[src/rtl/button_event_ctrl.sv]
// Multi-channel button front end: optional 2-FF synchroniser, counter debouncer
// and a press / short-release / long-press event FSM per channel.
// Optional feature macro: BUTTON_SYNC_EN (defined = 2-FF synchroniser per channel;
// undefined = btn is used directly and must already be synchronous to clk).
module button_event_ctrl #(
  parameter int unsigned CHANNELS        = 4,
  parameter int unsigned DEBOUNCE_CYCLES = 16,
  parameter int unsigned LONG_CYCLES     = 1000
) (
  input  logic                clk,
  input  logic                rst_n,
  input  logic                enable,
  input  logic [CHANNELS-1:0] btn,
  output logic [CHANNELS-1:0] press,
  output logic [CHANNELS-1:0] start,
  output logic [CHANNELS-1:0] long_press,
  output logic [CHANNELS-1:0] held
);

  localparam int unsigned CNT_W  = $clog2(DEBOUNCE_CYCLES + 1);
  localparam int unsigned HOLD_W = $clog2(LONG_CYCLES);
  localparam logic [CNT_W-1:0]  CNT_LAST  = CNT_W'(DEBOUNCE_CYCLES - 1);
  localparam logic [HOLD_W-1:0] HOLD_LAST = HOLD_W'(LONG_CYCLES - 1);

  typedef enum logic [1:0] {
    S_IDLE    = 2'd0,
    S_PRESSED = 2'd1,
    S_LONG    = 2'd2
  } state_t;

  for (genvar i = 0; i < CHANNELS; i++) begin : g_ch
    logic              btn_s;
    logic              db_q;
    logic [CNT_W-1:0]  cnt_q;
    state_t            state_q, state_d;
    logic [HOLD_W-1:0] hold_q, hold_d;
    logic              press_q, press_d;
    logic              start_q, start_d;
    logic              long_q, long_d;
    logic              held_q, held_d;

`ifdef BUTTON_SYNC_EN
    logic [1:0] sync_q;

    // Two-flop synchroniser for the asynchronous raw button level
    always_ff @(posedge clk or negedge rst_n) begin
      if (!rst_n) sync_q <= 2'b00;
      else        sync_q <= {sync_q[0], btn[i]};
    end

    assign btn_s = sync_q[1];
`else
    assign btn_s = btn[i];
`endif

    // Debouncer: a new level is accepted after DEBOUNCE_CYCLES consecutive differing samples
    always_ff @(posedge clk or negedge rst_n) begin
      if (!rst_n) begin
        db_q  <= 1'b0;
        cnt_q <= '0;
      end else if (btn_s != db_q) begin
        if (cnt_q == CNT_LAST) begin
          db_q  <= btn_s;
          cnt_q <= '0;
        end else begin
          cnt_q <= cnt_q + CNT_W'(1);
        end
      end else begin
        cnt_q <= '0;
      end
    end

    // Event FSM next state and next outputs; frozen while enable is low
    always_comb begin
      state_d = state_q;
      hold_d  = hold_q;
      press_d = 1'b0;
      start_d = 1'b0;
      long_d  = 1'b0;
      if (enable) begin
        case (state_q)
          S_IDLE: begin
            if (db_q) begin
              state_d = S_PRESSED;
              hold_d  = '0;
              press_d = 1'b1;
            end
          end
          S_PRESSED: begin
            if (!db_q) begin
              state_d = S_IDLE;
              start_d = 1'b1;
            end else if (hold_q == HOLD_LAST) begin
              state_d = S_LONG;
              long_d  = 1'b1;
            end else begin
              hold_d = hold_q + HOLD_W'(1);
            end
          end
          S_LONG: begin
            // Release after a long press is swallowed
            if (!db_q) state_d = S_IDLE;
          end
          default: state_d = S_IDLE;
        endcase
      end
      held_d = (state_d != S_IDLE);
    end

    // FSM state and registered pulse/level outputs
    always_ff @(posedge clk or negedge rst_n) begin
      if (!rst_n) begin
        state_q <= S_IDLE;
        hold_q  <= '0;
        press_q <= 1'b0;
        start_q <= 1'b0;
        long_q  <= 1'b0;
        held_q  <= 1'b0;
      end else begin
        state_q <= state_d;
        hold_q  <= hold_d;
        press_q <= press_d;
        start_q <= start_d;
        long_q  <= long_d;
        held_q  <= held_d;
      end
    end

    assign press[i]      = press_q;
    assign start[i]      = start_q;
    assign long_press[i] = long_q;
    assign held[i]       = held_q;
  end

endmodule

[config.mk]
export PLATFORM = sky130hd
export DESIGN_NAME = button_event_ctrl
export DESIGN_NICKNAME = d
export VERILOG_FILES = /design/src/rtl/button_event_ctrl.sv
export SDC_FILE = /design/constraint.sdc
export NUM_CORES = 1
export LEC_CHECK = 0
export CAP_MARGIN = 20
export CORE_ASPECT_RATIO = 0.5
export CORE_MARGIN = 5
export CORE_UTILIZATION = 40
export CTS_BUF_LIST = sky130_fd_sc_hd__clkbuf_16
export CTS_CLUSTER_DIAMETER = 120
export DETAILED_ROUTE_END_ITERATION = 10
export GPL_TIMING_DRIVEN = 0
export SYNTH_ARGS = -nofsm -noshare
export SYNTH_HDL_FRONTEND = slang
export SYNTH_SLANG_ARGS = --single-unit
[constraint.sdc]
create_clock -name clk -period 2.8 [get_ports clk]
set_input_delay 0.28 -clock clk [delete_from_list [all_inputs] [get_ports clk]]
set_output_delay 0.28 -clock clk [all_outputs]
set_load 0.01 [all_outputs]
==> results of run 1 <==
-- cell families (layout without fill, tap and decap cells) --
logic type               count (synthesis)  after routing  synth area share (%)
AND/OR/NAND/NOR                        179            179                  22.7
flip-flops                              88             88                  53.0
buffers and inverters                   36             75                  4.85
XOR/XNOR                                30             30                  6.33
AO/OA/AOI/OAI                           52             52                  8.04
adder cells (fa/ha/maj)                  8              8                  2.41
multiplexers                             9              9                  2.62
-- sequential cells by signal (all words and copies together), names as in the netlist --
register      flops
g_ch.cnt_q       20
g_ch.db_q         4
g_ch.held_q       4
g_ch.hold_q      40
g_ch.long_q       4
g_ch.press_q      4
g_ch.start_q      4
g_ch.state_q      8
-- worst min-delay path by stage --
stage	from	to
floorplan	rst_n	g_ch[0].cnt_q[0]
global placement	g_ch[1].cnt_q[0]	g_ch[1].cnt_q[0]
detailed placement	rst_n	g_ch[1].cnt_q[0]
CTS	rst_n	g_ch[1].cnt_q[4]
global route	rst_n	g_ch[1].db_q
finish	rst_n	g_ch[1].db_q
-- cell usage in the layout (no fill, tap or decap), drive strengths merged, types with 10 or more instances in the layout --
| cell | n |
|---|---|
| and2 | 10 |
| buf | 23 |
| clkbuf | 14 |
| clkdlybuf4s50 | 20 |
| dfrtp | 88 |
| inv | 13 |
| nand2 | 27 |
| nand3 | 24 |
| nor2 | 42 |
| nor3 | 15 |
| nor4 | 19 |
| o21ai | 27 |
| xnor2 | 17 |
| xor2 | 13 |
-- worst max-delay path: stages (launching register included) --
cell	delay [ns]
dfrtp_1	0.39
ha_1	0.27
nand4_1	0.11
or4_4	0.53
and2_4	0.21
mux2_4	0.29
-- power groups by stage --
stage	clock (W)	combinational, W	sequential (W)
floorplan	0	0.0000288	0.00132
global placement	0	0.0000717	0.00132
detailed placement	0	0.0000772	0.00132
CTS	0.00126	0.0000783	0.00130
global route	0.00132	0.0000885	0.00130
finish	0.00123	0.0000744	0.00130
-- metal layers --
metal  vias to the layer above  wire [µm]  track usage, %
li1                       1475          -               -
met1                      1392       3740            17.3
met2                        30       3450            21.8
met3                         4        253            3.74
met4                         0         40            3.44
met5                         -          0               0
-- cell type report --
class | instances | area [µm²]
buffer | 26 | 164
clock buffer | 9 | 225
clock inverter | 7 | 80.1
fill | 955 | 5300
inverter | 10 | 37.5
multi-input combinational | 278 | 1750
sequential | 88 | 2200
tap | 140 | 175
timing repair buffer | 23 | 245
-- repair_timing --
| action | in CTS | in global routing |
|---|---|---|
| hold buffers | 1 | 0 |
| gates resized for setup | 0 | 0 |
| hold endpoints to repair | 22 | 0 |
-- metrics by stage --
step           setup WS (ns)  instance area, µm²  utilization, %
2_1_floorplan           1.02                4150               -
3_3_place_gp           -1.85                4540            44.6
3_5_place_dp           0.903                4560            44.8
4_1_cts                0.891                4880            47.9
5_1_grt                0.770                4880            47.9
6_report               0.882                4880            47.9
==> summary.md, run 1 <==
| Metric | Value |
|---|---|
| Final Wtd Congestion | 0.786 |
| Yosys top cell area share | a little over half |
| Startpoint types | register |
| Critical Path Source | g_ch[3].hold_q[0] |
| Leak Pwr | 2.18 nW |
| Mapped Nets | 417 |
| Row count | 26 |
| DR vias/cell | between 4 and 5 |
| FFs w/ async S/R, synth | 100% |
| Ys flop type | dfrtp_1 |
| Die Y | 82.1 µm |
| Clock skew | 0.00724 ns |
| First-pass GRT wire length | 13.5 mm |
| Power Total | 0.00260 W |
| Worst Path Required | 3.01 ns |
| Total track usage | 13.2% |
| Pwr dens | 533 nW/µm² |
| Commonest cells in the synthesized netlist | 88 x dfrtp_1, 42 x nor2_1, 27 x nand2_1, 27 x o21ai_0, 23 x nand3_1 |
| Core Region | between 10000 and 15000 µm² |
| Critical register-to-register path endpoint | g_ch[3].hold_q[1] |
| Reg2reg start | g_ch[3].hold_q[0] |
| Post-route clock period utilization | 68.5% |
| Worst-Margin Slew | between 0.5 and 0.6 ns |
| Synth cell types | 46 |
| Max VDD drop | 0.000292 V |
| P_sw | approximately 0.00052 W |
| Cell with the most instances after synthesis | dfrtp_1 |
| Nets | 451 |
| CTS tree | done |
| Syn avg cell area | 10.3 µm² |
| Avg WL per Cell | 12.9 µm |
| GR Overflow Total | 0 |
| Int Pwr | around 0.0021 W |
| Final Instance Count excl. Fillers | 581 |
| Leading area contributor after synthesis | dfrtp_1 |
| Clock root buffer | clkbuf_16 |
| Post-CTS Setup Bufs | 0 |
| Maximum buffer depth of the clock tree | 2 |
| Die X | 154 µm |
| Starting DRC count in detailed routing | 149 |
| HPWL Detailed | 5.08 mm |
| FMAX | ~520 MHz |
| Initial Util | 40.8% |
| Hold slack | 0.388 ns |
| Cells on worst reg2reg path | 5 |
| Syn Std Cell Area | 4150 µm² |
| Reg power frac | approximately 50% |
| Portion of total power attributed to combinational logic | 2.9% |
| Clock Power Share | a little under half |
| Die area | 12600 µm² |
| Relative slew slack | between 60% and 70% |
| Length of the first detailed-routing pass in iterations | 4 |
| Routed via count | around 2900 |
| Initial antenna violation count | 0 |
| Post-Synthesis Cells | between 400 and 500 |
| Endpoints failing hold | 0 |
| Syn. warnings | 0 |
| Tmin final | 1.92 ns |
| Detail Route Antenna Nets | 0 |
| Sequential area share after synthesis | 53.0% |
| Synth top area cells | dfrtp_1 53%, nor2_1 3.8%, xnor2_1 3.6% |
| Max Cap Viol | 0 |
| Clk_lat worst skew | approximately 0.33 ns |
| Post-Route WL | 7.48 mm |
| CP Capture Type | register |
| Crit path kind | register to register |
| Setup TNS | 0 ns |
| Setup violators final | 0 |
| # diodes | 0 |
| DP Cell Count | 564 |
| Hold crit path type | input port to asynchronous set/reset pin |
| Residual DRC | 0 |
| Run status | complete, no violations |
| Layout cells sized above 1 | 12.0% |
| Post-synth EDFFs | 0 |
| Area growth syn-to-layout | 17.5% |
| Arr. time, crit path | 2.13 ns |
| I/O pin total | 23 |
| Worst-path clk slew | 0.06 ns |
| RSZ-0062 raised after global routing | false |
| Final-report max-slew violation count | 0 |
| R2r setup slk | 0.88 ns |
| Vias in the first global route | 2830 |
| Yosys reg bits | 88 |
| Net Sw Frac | 20.0% |
| Sink Count | 88 |
| TritonCTS buffer count | 9 |
| Largest net degree at the start of global routing | 67 |
| # H-tree levels | 3 |
| Port Buffers | 21 |
| Critical path endpoint | g_ch[3].hold_q[1] |
| Crit-path max FO | 5 |
Note: power is estimated with default switching activity, not from simulation.
==> inputs of run 2 (changes only) <==
Clock period 2.8 ns to 1.9 ns, I/O delays scaled along.
==> run 2 against run 1 <==
Net effect: clock-buffer cell count stayed put; flip-flop and latch count is the same; via count shrank 0.28%; register-to-register slack got worse by 0.80 ns; worst setup slack lost 0.80 ns; first-iteration DRC count is 11% higher; largest cell class unchanged.
==> summary.md, run 2 (synthesis gave the netlist of run 1 again) <==
| Metric | Value |
|---|---|
| Run status | complete, no violations |
| Layout cells sized above 1 | 12.9% |
| Endpoints failing hold | 0 |
| R2r setup slk | 0.08 ns |
| Relative slew slack | 62.6% |
| Clk_lat worst skew | 0.34 ns |
| Max reg flops | 40 |
| Largest registers | g_ch.hold_q: 40 flops, g_ch.cnt_q: 20 flops, g_ch.state_q: 8 flops |
| Core Region | 10200 µm² |
| Register area | 2200 µm² |
| Worst-path clk slew | 0.06 ns |
| Post-CTS Setup Bufs | 0 |
| Residual DRC | 0 |
| Top delay family on crit path | simple AND/OR/NAND/NOR gates |
| Die X | between 150 and 200 µm |
| Worst Path Required | 2.12 ns |
| Slowest cell on the critical path | or4_4 |
| Initial Util | ~41% |
| Startpoint types | register |
| DR vias/cell | 4.98 |
| FMAX | between 500 and 600 MHz |
| Max Cap Viol | 0 |
| Initial antenna violation count | 0 |
| HPWL Detailed | 5.08 mm |
| TritonCTS buffer count | 9 |
| Clock root buffer | clkbuf_16 |
| Worst-Margin Slew | approximately 0.56 ns |
| Area growth syn-to-layout | 18.0% |
| Die Y | 82.1 µm |
| Port Buffers | 21 |
| CP Depth | 5 |
| Fill cells | 956 |
| Tmin final | roughly 1.8 ns |
| Multi-input logic area | 1770 µm² |
| Avg WL per Cell | 12.9 µm |
| Crit-path max FO | 5 |
| Starting DRC count in detailed routing | roughly 170 |
| I/O pin total | 23 |
| Cells on worst reg2reg path | 5 |
| # diodes | 0 |
| Leak Pwr | 2.18 nW |
| CP Capture Type | register |
| Worst-path cell chain | ha_4 -> nand4_1 -> or4_4 -> and2_4 -> mux2_4 |
| Routed via count | 2893 |
| Commonest cells after routing, fill and taps aside | 87 x dfrtp_1, 41 x nor2_1, 27 x o21ai_0, 27 x nand2_1, 23 x nand3_1 |
| Clock skew | 0.00670 ns |
| Final Util | between 40% and 50% |
| Detail Route Antenna Nets | 0 |
| Slowest stage delay, CP | 0.53 ns |
| Largest net degree at the start of global routing | 67 |
| Design area | 4900 µm² |
| Max VDD drop | 0.000430 V |
| Sink Count | 88 |
| # H-tree levels | 3 |
| Nets | 451 |
| Hold crit path type | input port to asynchronous set/reset pin |
| Post-route clock period utilization | 95.6% |
| Post-Route WL | 7.51 mm |
| Setup violators final | 0 |
| DP Area | 4560 µm² |
| Row count | 26 |
| RSZ-0062 raised after global routing | false |
| Die area | 12600 µm² |
| Final Wtd Congestion | 0.786 |
| Maximum buffer depth of the clock tree | 2 |
| Final-report max-slew violation count | 0 |
| Buf/Inv on CP | 0 |
| CTS tree | done |
| Crit path kind | register to register |
| Pwr dens | 783 nW/µm² |
| First-pass GRT wire length | 13.5 mm |
| Largest Register | g_ch.hold_q |
| Vias in the first global route | 2830 |
| Total track usage | 13.2% |
| Most common cell after layout, fill and taps aside | dfrtp_1 |
| Length of the first detailed-routing pass in iterations | 4 |
| Arr. time, crit path | a little over 2 ns |
| GR Overflow Total | 0 |
==> run 2: worst paths after layout <==
kind / startpoint / endpoint
setup / recovery: g_ch[3].hold_q[0] / g_ch[3].hold_q[0]
hold / removal: rst_n / g_ch[1].db_q
setup reg to reg: g_ch[3].hold_q[0] / g_ch[3].hold_q[0]
hold reg to reg: g_ch[1].cnt_q[0] / g_ch[1].cnt_q[0]
max in group asynchronous: rst_n / g_ch[2].cnt_q[0]
min in group clk: enable / g_ch[3].long_q
==> run 2: per-layer routing <==
metal / track usage (%) / up-vias / part of all wire (%) / routed length, µm
met2: 21.8 / 25 / 46 / 3450
met4: 3.44 / 0 / 0.56 / 42
met1: 17.3 / 1391 / 50 / 3790
li1: - / 1473 / - / -
met3: 3.74 / 4 / 3.1 / 232
met5: 0 / - / 0 / 0
==> run 2: repair_timing <==
item | in CTS | in global routing
setup endpoints to repair | 2 | 8
resized for setup | 1 | 4
endpoints found under the hold margin | 22 | 0
hold buffers | 1 | 0
pin swaps | 0 | 0
==> run 2: per-stage QoR <==
step / TNS (ns) / hold WS (ns) / setup slack (ns) / instances / total power, W
finish: 0 / 0.296 / 0.0845 / 581 / 0.00384
floorplan: 0 / -0.106 / 0.116 / 402 / 0.00198
global placement: -233.28 / 0.453 / -2.66 / 563 / 0.00205
detailed placement: 0 / 0.117 / 0.00347 / 564 / 0.00206
CTS: 0 / 0.297 / 0.0234 / 581 / 0.00389
global route: 0 / 0.340 / 0.00442 / 581 / 0.00399
==> run 2: area by class of cell <==
cell class | instances | share of cell area [%]
flip-flops and latches | 88 | 45.0
multi-input cells | 278 | 36.1
repair buffers | 23 | 5.00
clock buffers | 9 | 4.60
well taps | 140 | 3.57
plain buffers | 26 | 3.34
clock inverters | 7 | 1.63
inverters | 10 | 0.766
==> run 2: power by group <==
part	leakage, nW	internal [W]	total, W	switching, W
Clock	0.161	0.00113	0.00182	0.000687
Sequential	1.22	0.00190	0.00191	0.0000152
Combinational	0.800	0.0000392	0.000110	0.0000706
==> inputs of run 3 (changes only) <==
Settings changed: CORE_ASPECT_RATIO 0.5 to 1.75, CORE_MARGIN 5 to default.
==> run 3 against run 2 <==
Net effect: combinational power barely moved; first-iteration DRC count rose by 17%; flip-flop and latch count did not move; worst hold slack improved by 0.085 ns; die area fell by 15%; total power fell by 3.8%; clock-buffer cell count did not move; cell count fell by 2.8%; utilization rose by 0.47 points; critical path type unchanged; critical endpoint unchanged; largest power group unchanged; highest routed layer unchanged.
==> summary.md, run 3 (synthesis gave the netlist of run 1 again) <==
| Metric | Value |
|---|---|
| Fill cells | 965 |
| Die X | 79.0 µm |
| Setup TNS | 0 ns |
| CP Capture Type | register |
| Worst Path Required | around 2.1 ns |
| Die Y | 137 µm |
| Detail Route Antenna Nets | 0 |
| Endpoints failing hold | 0 |
| Max VDD drop | 0.000467 V |
| TritonCTS buffer count | 9 |
| Worst-path clk slew | 0.06 ns |
| Design area | 4850 µm² |
| Sink Count | 88 |
| Run status | complete, no violations |
| Final-report max-slew violation count | 0 |
| Nets | 451 |
| Total track usage | 15.9% |
| Commonest cells after routing, fill and taps aside | 87 x dfrtp_1, 42 x nor2_1, 27 x o21ai_0, 27 x nand2_1, 23 x nand3_1 |
| Clock skew | 0.00788 ns |
| Residual DRC | 0 |
| I/O pin total | 23 |
| Tmin final | 1.83 ns |
| Setup violators final | 0 |
| Vias in the first global route | around 3000 |
| HPWL Detailed | about 5.4 mm |
| Buf/Inv on CP | 0 |
| CTS tree | done |
| Slowest stage delay, CP | 0.52 ns |
| Slowest cell on the critical path | or4_4 |
| Row count | 48 |
| Layout cells sized above 1 | between 10% and 20% |
| Core Region | approximately 10000 µm² |
| DR vias/cell | between 5 and 6 |
| Multi-input logic area | 1770 µm² |
| Crit-path max FO | 5 |
| RSZ-0062 raised after global routing | false |
| GR Overflow Total | 0 |
| # diodes | 0 |
| Largest registers | g_ch.hold_q: 40 flops, g_ch.cnt_q: 20 flops, g_ch.state_q: 8 flops |
| Post-route clock period utilization | 96.4% |
| Post-Route WL | around 7.6 mm |
| Relative slew slack | 61.4% |
| Worst-Margin Slew | 0.579 ns |
| Largest net degree at the start of global routing | 46 |
| Leak Pwr | 2.16 nW |
| Crit path kind | register to register |
| Area growth syn-to-layout | 16.7% |
| Max reg flops | 40 |
| Largest Register | g_ch.hold_q |
| Worst-path cell chain | ha_4 -> nand4_1 -> or4_4 -> and2_4 -> mux2_4 |
| Pwr dens | 762 nW/µm² |
| Startpoint types | register |
| Routed via count | 2972 |
| Initial antenna violation count | 0 |
| Avg WL per Cell | 13.5 µm |
| # H-tree levels | 3 |
| Port Buffers | 21 |
| Maximum buffer depth of the clock tree | 2 |
| Clock root buffer | clkbuf_16 |
| Starting DRC count in detailed routing | 193 |
| Clk_lat worst skew | roughly 0.34 ns |
| Most common cell after layout, fill and taps aside | dfrtp_1 |
| Final Wtd Congestion | 0.773 |
| Top delay family on crit path | simple AND/OR/NAND/NOR gates |
| Hold crit path type | input port to register |
| Initial Util | 41.7% |
| Post-CTS Setup Bufs | 0 |
| Die area | 10800 µm² |
| Arr. time, crit path | 2.05 ns |
| First-pass GRT wire length | 13.4 mm |
| Length of the first detailed-routing pass in iterations | 4 |
| Register area | 2200 µm² |
| Max Cap Viol | 0 |
| FMAX | around 550 MHz |
| DP Area | 4540 µm² |
==> run 3: changes by cell type in the layout (fill, tap and decap cells not counted) <==
cell	change
bufinv_16	-1
inv_1	-1
buf_16	-1
nor2_1	+1
nor2_2	-1
buf_12	+1
clkinvlp_4	+1
==> run 3: timing repair <==
item	in CTS	in global routing
gates resized for setup	2	2
hold buffers	1	0
endpoints found under the hold margin	44	0
setup endpoints to repair	2	4
==> run 3: per-layer routing <==
layer	GRT usage, %	vias up	part of all wire, %
met5	0	-	0
met2	27.6	39	51
met3	3.73	9	3.0
met4	7.47	0	1.8
met1	18.2	1452	44
li1	-	1472	-
==> run 3: power by group <==
part	internal, W	total (W)	switching, W
Sequential	0.00190	0.00191	0.0000150
Combinational	0.0000377	0.000107	0.0000695
Clock	0.000994	0.00167	0.000679
Total	0.00293	0.00369	0.000763
==> run 3: layout make-up <==
cell class | instances | share of cell area (%)
Multi-Input combinational cell | 278 | 36.5
Timing Repair Buffer | 23 | 4.91
Buffer | 26 | 3.38
Inverter | 10 | 0.775
Sequential cell | 88 | 45.5
Tap cell | 125 | 3.23
Clock buffer | 9 | 4.65
Clock inverter | 6 | 1.11
==> run 3: path summary, 6_finish.rpt <==
check | from | end | cells after the start | slack [ns]
setup reg to reg | g_ch[3].hold_q[1] | g_ch[3].hold_q[0] | 5 | 0.07
min in group asynchronous | rst_n | g_ch[3].cnt_q[4] | 2 | 0.39
setup / recovery | g_ch[3].hold_q[1] | g_ch[3].hold_q[0] | 5 | 0.07
max in group asynchronous | rst_n | g_ch[2].hold_q[9] | 3 | 0.87
hold / removal | enable | g_ch[3].long_q | 3 | 0.38
hold reg to reg | g_ch[1].cnt_q[0] | g_ch[1].cnt_q[0] | 1 | 0.46
==> run 3: worst register-to-register path, cell delays in order (launching register included) <==
cell and delay [ns]:
dfrtp_1 0.41, ha_4 0.18, nand4_1 0.10, or4_4 0.52
and2_4 0.21, mux2_4 0.29
==> run 3: metrics by stage <==
| step | worst slack (ns) | std cells | utilization (%) | power, W | hold slack, ns |
|---|---|---|---|---|---|
| floorplan | 0.116 | 402 | - | 0.00198 | -0.106 |
| global placement | -2.51 | 548 | 45.3 | 0.00205 | 0.445 |
| detailed placement | -0.0255 | 549 | 45.5 | 0.00205 | 0.226 |
| CTS | 0.0280 | 565 | 48.5 | 0.00375 | 0.378 |
| global route | 0.0193 | 565 | 48.6 | 0.00382 | 0.397 |
| finish | 0.0678 | 565 | 48.6 | 0.00369 | 0.381 |
